`src/rtl/starfield_layer_scheduler.sv`:
```
// Parallax starfield controller: several star layers count down random pixel gaps and
// share one external LFSR through a round-robin arbiter that grants one reload per cycle.
module starfield_layer_scheduler #(
    parameter int WIDTH      = 640,
    parameter int HEIGHT     = 480,
    parameter int NUM_LAYERS = 3,
    parameter int GAP_W      = 10,
    parameter int MIN_GAP    = 1,
    localparam int XW = $clog2(WIDTH),
    localparam int YW = $clog2(HEIGHT),
    localparam int LW = (NUM_LAYERS > 1) ? $clog2(NUM_LAYERS) : 1
) (
    input  logic                  clk,
    input  logic                  reset,
    input  logic [XW-1:0]         pxl_x,
    input  logic [YW-1:0]         pxl_y,
    input  logic [NUM_LAYERS-1:0] layer_en,
    input  logic [GAP_W-1:0]      lfsr_val,
    output logic                  lfsr_en,
    output logic                  lfsr_init,
    output logic [NUM_LAYERS-1:0] star_draw,
    output logic [LW-1:0]         star_layer,
    output logic                  Draw,
    output logic [3:0]            Red,
    output logic [3:0]            Green,
    output logic [3:0]            Blue
);
    localparam int CW = GAP_W + 1;

    typedef enum logic [1:0] {G_IDLE, G_INIT, G_RUN} gstate_t;
    typedef enum logic [1:0] {L_WAIT, L_FIRE, L_PEND} lstate_t;

    gstate_t               state_q;
    logic [LW-1:0]         rr_q;
    logic                  lfsr_init_q;
    logic [NUM_LAYERS-1:0] star_draw_q;
    logic [LW-1:0]         star_layer_q;
    logic                  draw_q;
    logic [3:0]            grey_q;

    logic                  frame_start;
    logic                  run_active;
    logic [NUM_LAYERS-1:0] pend_vec;
    logic [NUM_LAYERS-1:0] fire_vec;
    logic                  gnt_valid;
    logic [LW-1:0]         gnt_idx;
    logic [LW-1:0]         layer_d;
    logic [3:0]            grey_d;

    assign frame_start = (pxl_x == '0) && (pxl_y == '0);
    // A frame-start pixel in RUN freezes layers and arbitration for that cycle.
    assign run_active  = !reset && (state_q == G_RUN) && !frame_start;

    always_comb begin
        logic [LW-1:0] cand;
        gnt_valid = 1'b0;
        gnt_idx   = '0;
        cand      = '0;
        for (int i = 0; i < NUM_LAYERS; i++) begin
            cand = LW'((int'(rr_q) + i) % NUM_LAYERS);
            if (run_active && !gnt_valid && pend_vec[cand]) begin
                gnt_valid = 1'b1;
                gnt_idx   = cand;
            end
        end
    end

    genvar gi;
    generate
        for (gi = 0; gi < NUM_LAYERS; gi++) begin : g_layer
            lstate_t       st_q;
            logic [CW-1:0] cnt_q;
            logic          granted;

            assign granted      = gnt_valid && (gnt_idx == LW'(gi));
            assign pend_vec[gi] = (st_q == L_PEND) && layer_en[gi];
            assign fire_vec[gi] = (st_q == L_FIRE) && layer_en[gi] && run_active;

            // WAIT with cnt 0 is the parked state; in RUN it re-requests a gap.
            always_ff @(posedge clk) begin
                if (reset || !layer_en[gi]) begin
                    st_q  <= L_WAIT;
                    cnt_q <= '0;
                end else if (state_q == G_INIT) begin
                    st_q  <= L_PEND;
                    cnt_q <= '0;
                end else if (run_active) begin
                    case (st_q)
                        L_WAIT: begin
                            if (cnt_q > CW'(1)) begin
                                cnt_q <= cnt_q - CW'(1);
                            end else if (cnt_q == CW'(1)) begin
                                cnt_q <= '0;
                                st_q  <= L_FIRE;
                            end else begin
                                st_q  <= L_PEND;
                            end
                        end
                        L_FIRE: st_q <= L_PEND;
                        L_PEND: begin
                            if (granted) begin
                                cnt_q <= {1'b0, lfsr_val} + CW'(MIN_GAP);
                                st_q  <= L_WAIT;
                            end
                        end
                        default: st_q <= L_WAIT;
                    endcase
                end
            end
        end
    endgenerate

    always_comb begin
        layer_d = '0;
        for (int i = NUM_LAYERS - 1; i >= 0; i--) begin
            if (fire_vec[i]) layer_d = LW'(i);
        end
    end

    assign grey_d = (|fire_vec) ? (4'hF >> layer_d) : 4'h0;

    always_ff @(posedge clk) begin
        if (reset) begin
            state_q      <= G_IDLE;
            rr_q         <= '0;
            lfsr_init_q  <= 1'b0;
            star_draw_q  <= '0;
            star_layer_q <= '0;
            draw_q       <= 1'b0;
            grey_q       <= '0;
        end else begin
            lfsr_init_q <= 1'b0;
            case (state_q)
                G_IDLE: begin
                    if (frame_start) begin
                        state_q     <= G_INIT;
                        lfsr_init_q <= 1'b1;
                    end
                end
                G_INIT: state_q <= G_RUN;
                G_RUN: begin
                    if (frame_start) begin
                        state_q     <= G_INIT;
                        lfsr_init_q <= 1'b1;
                    end else if (gnt_valid) begin
                        rr_q <= (gnt_idx == LW'(NUM_LAYERS - 1)) ? '0 : gnt_idx + LW'(1);
                    end
                end
                default: state_q <= G_IDLE;
            endcase
            star_draw_q  <= fire_vec;
            star_layer_q <= layer_d;
            draw_q       <= |fire_vec;
            grey_q       <= grey_d;
        end
    end

    assign lfsr_en    = gnt_valid;
    assign lfsr_init  = lfsr_init_q;
    assign star_draw  = star_draw_q;
    assign star_layer = star_layer_q;
    assign Draw       = draw_q;
    assign Red        = grey_q;
    assign Green      = grey_q;
    assign Blue       = grey_q;
endmodule
```
`config.mk`:
```
export PLATFORM = sky130hd
export DESIGN_NAME = starfield_layer_scheduler
export DESIGN_NICKNAME = d
export VERILOG_FILES = /design/src/rtl/starfield_layer_scheduler.sv
export SDC_FILE = /design/constraint.sdc
export NUM_CORES = 1
export LEC_CHECK = 0
export ABC_AREA = 1
export CORE_UTILIZATION = 42
export DETAILED_ROUTE_END_ITERATION = 16
export PLACE_DENSITY = 0.75
export SYNTH_ARGS = -nofsm -noshare
export SYNTH_HDL_FRONTEND = slang
export SYNTH_SLANG_ARGS = --single-unit
```
`constraint.sdc`:
```
create_clock -name clk -period 4 [get_ports clk]
set_clock_uncertainty 0.05 [all_clocks]
set_input_delay 0.8 -clock clk [delete_from_list [all_inputs] [get_ports clk]]
set_output_delay 0.8 -clock clk [all_outputs]
set_load 0.01 [all_outputs]
```
==> reports/results.ini, run 1 <==
[placement]
dp_slack_ns=0.385
place.port_buffers=53
place.detailed.hpwl_mm=6.62
placedInstanceArea_um2=4090
gpl.final_weighted_congestion=0.894

[clocking]
clock_tree.htree_level_count=2
tritoncts=built
clkLatencyLatePin_ns=0.32
cts.path.max_buffers=2
post_cts_repair_resize_count=0
numCtsBuffers=5
post_cts_hold_buffer_count=0
post-cts-setup-buffers=0
clock_tree.root_cell=sky130_fd_sc_hd__clkbuf_8
worst_setup_hold_path_clk_slew_ns=0.08
clock_sinks=54

[sta]
rsz0062_at_grt=false
report.final.slew_viol_count=0
min_period_ns=3.62
final_hold_viol_count=0
finalCritPeriodShare=0.904
fin_setup_tns_ns=0
timing.slew.headroom=0.460
worst_slew_pin_slew_ns=0.807
finalWorstSetupSlack_ns=0.384
maximum_clock_frequency_mhz=277
setup_viol=0

[synthesis]
ys_dominant_reg_cell=sky130_fd_sc_hd__dfxtp_1
synthDistinctLibCells=38
async_set_reset_flop_share_out_of_synthesis=0
synth-seq-cells=54
synthesis.area_per_instance_um2=6.71
post_synth_instance_area_um2=3540
post-synth-top-area-fraction=0.305
post-synth-top-area-cell=sky130_fd_sc_hd__dfxtp_1
synthesis.nets=571
syn_inst=528
synth_area_leaders=sky130_fd_sc_hd__dfxtp_1 (31%), sky130_fd_sc_hd__nand2_1 (10%), sky130_fd_sc_hd__xor2_1 (7.7%)
sequential_share_of_the_synthesized_area=0.305
synth_enable_flop_cells=0
synth_warnings=0

[global_route]
antenna_violations_before_repair=0
wire_length_of_the_first_global_routing_pass_mm=15.1
grt.busiest_layer=met2
global_route.usage.met1=0.276
grt_met3_use=0.0340
grt_remaining_overflow=0
globalRouteMet2Util=0.350
maximum_number_of_pins_on_one_net_before_global_route_repair=23
overall_global_routing_resource_usage=0.215
number_of_global_route_vias_before_repair=3353

[floorplan]
floorplan.io_pins=54
floorplan.die.width_um=93.8
core_area_um2=8180
die_area_um2=8800
floorplan.initialDensity=0.433
die_h_um=93.8
placementRows=33

[finish]
area.growth.synth_to_final_pct=17.6
fill_cells=819
stdcell_area_um2=4170
post_route_cells_drive_above_1_share=0.0600
final_util=0.509
layout_common_cells=sky130_fd_sc_hd__nand2_1 (94), sky130_fd_sc_hd__nor2_1 (72), sky130_fd_sc_hd__inv_1 (58)
finish.net_count=610
final_common_cell=sky130_fd_sc_hd__nand2_1
num_antenna_cells=0

[power]
powerDensity_nw_per_um2=218
power.total_mw=0.907
vdd.ir_drop.worst_uv=138
total_leakage_power_nw=1.86

[setup_path]
path_class=input port to output port
cp_data_required_time_ns=3.15
rrSetupSlack_ns=1.33
worst_setup_path_start_kind=input port
critical_path_peak_fanout=10
worstPathArrival_ns=2.77
end_kind=output port

[drt]
detail_route.iter0.violations=193
final_antenna_net_count=0
routed_wire_length_per_instance_um=13.2
num_vias=3567
drc_errors=0
drt_pass1_iterations=5
drt_wl_total_mm=8.89
route.detailed.vias_per_inst=5.31

[status]
run_status=complete, no violations

[worst_hold_path]
min_path_type=flop to flop

[run]
drv_cap=0

## worst max-delay path: stages
cell and delay (ns):
sky130_fd_sc_hd__clkdlybuf4s50_1 0.46, sky130_fd_sc_hd__nor2_1 0.04, sky130_fd_sc_hd__and2_1 0.15, sky130_fd_sc_hd__nand3_1 0.14
sky130_fd_sc_hd__nand2_2 0.17, sky130_fd_sc_hd__nor2_2 0.23, sky130_fd_sc_hd__o21ai_2 0.11, sky130_fd_sc_hd__nand2_1 0.11
sky130_fd_sc_hd__clkdlybuf4s50_1 0.55
## logic make-up (layout without fill, tap and decap cells)
logic type	after synthesis	in the layout	synth area share
DFF	54	54	0.305
AOI/OAI and AO/OA	86	86	0.140
and+or+nand+nor	257	257	0.333
xor gates and xnor gates	33	33	0.0816
adders and majority gates	9	9	0.0318
buffers and inverters	89	128	0.108
## per-stage QoR
| step | hold slack, ns | cells |
|---|---|---|
| finish | 0.457 | 672 |
| global route | 0.480 | 672 |
| CTS | 0.458 | 672 |
| detailed placement | 0.441 | 665 |
| global placement | 0.434 | 665 |
| floorplan | 0.415 | 528 |
## cell type report
class | count | area, um^2 | share of cell area
Tap cell | 105 | 131 | 0.0315
Multi-Input combinational cell | 385 | 2080 | 0.498
Inverter | 65 | 244 | 0.0586
Clock buffer | 6 | 72.6 | 0.0174
Timing Repair Buffer | 56 | 553 | 0.133
Clock inverter | 1 | 7.51 | 0.00180
Sequential cell | 54 | 1080 | 0.260
## cell usage after synthesis, types with 2 or more instances
| master | count |
|---|---|
| sky130_fd_sc_hd__nor3_1 | 19 |
| sky130_fd_sc_hd__inv_2 | 7 |
| sky130_fd_sc_hd__nand3_1 | 29 |
| sky130_fd_sc_hd__a22o_1 | 6 |
| sky130_fd_sc_hd__nand3_2 | 2 |
| sky130_fd_sc_hd__o21ai_0 | 18 |
| sky130_fd_sc_hd__nor2_1 | 72 |
| sky130_fd_sc_hd__nor2_2 | 3 |
| sky130_fd_sc_hd__nand2_1 | 94 |
| sky130_fd_sc_hd__o21ai_1 | 9 |
| sky130_fd_sc_hd__nand2_2 | 4 |
| sky130_fd_sc_hd__ha_1 | 9 |
| sky130_fd_sc_hd__buf_2 | 7 |
| sky130_fd_sc_hd__xor2_1 | 31 |
| sky130_fd_sc_hd__or3_1 | 2 |
| sky130_fd_sc_hd__xnor2_1 | 2 |
| sky130_fd_sc_hd__nand4_1 | 22 |
| sky130_fd_sc_hd__buf_4 | 9 |
| sky130_fd_sc_hd__clkbuf_1 | 7 |
| sky130_fd_sc_hd__nor2_4 | 4 |
| sky130_fd_sc_hd__a22oi_1 | 6 |
| sky130_fd_sc_hd__a21oi_1 | 38 |
| sky130_fd_sc_hd__a21boi_0 | 3 |
| sky130_fd_sc_hd__dfxtp_1 | 54 |
| sky130_fd_sc_hd__inv_1 | 58 |
## state kept, by name (all words and copies together), names as in the netlist
signal,flops
star_layer,2
g_layer.cnt_q,33
g_layer.st_q,6
state_q,2
lfsr_init,1
rr_q,2
Blue,4
Draw,1
star_draw,3
## final timing paths
path	cells past startpoint	startpoint	end
setup / recovery	9	pxl_y[1]	lfsr_en
hold / removal	2	g_layer[2].cnt_q[1]	g_layer[2].cnt_q[1]
setup reg to reg	16	g_layer[0].st_q[0]	g_layer[2].cnt_q[1]
hold reg to reg	2	g_layer[2].cnt_q[1]	g_layer[2].cnt_q[1]
## where the power goes
| part | switching (mW) | total, mW | internal [mW] |
|---|---|---|---|
| Combinational | 0.0351 | 0.0716 | 0.0365 |
| Sequential | 0.0000000932 | 0.537 | 0.537 |
| Clock | 0.178 | 0.298 | 0.120 |
## routing by layer
metal | share of wire | wire, um
met3 | 0.076 | 677
met2 | 0.44 | 3920
met1 | 0.45 | 4000
met4 | 0.033 | 295
met5 | 0 | 0
Power figures use the tool's default switching activity.
==> inputs of run 2 (changes only) <==
Settings changed: CAP_MARGIN set to 15.
==> results of run 2 <==
The final DEF is identical to that of run 1; final timing and power are the same.
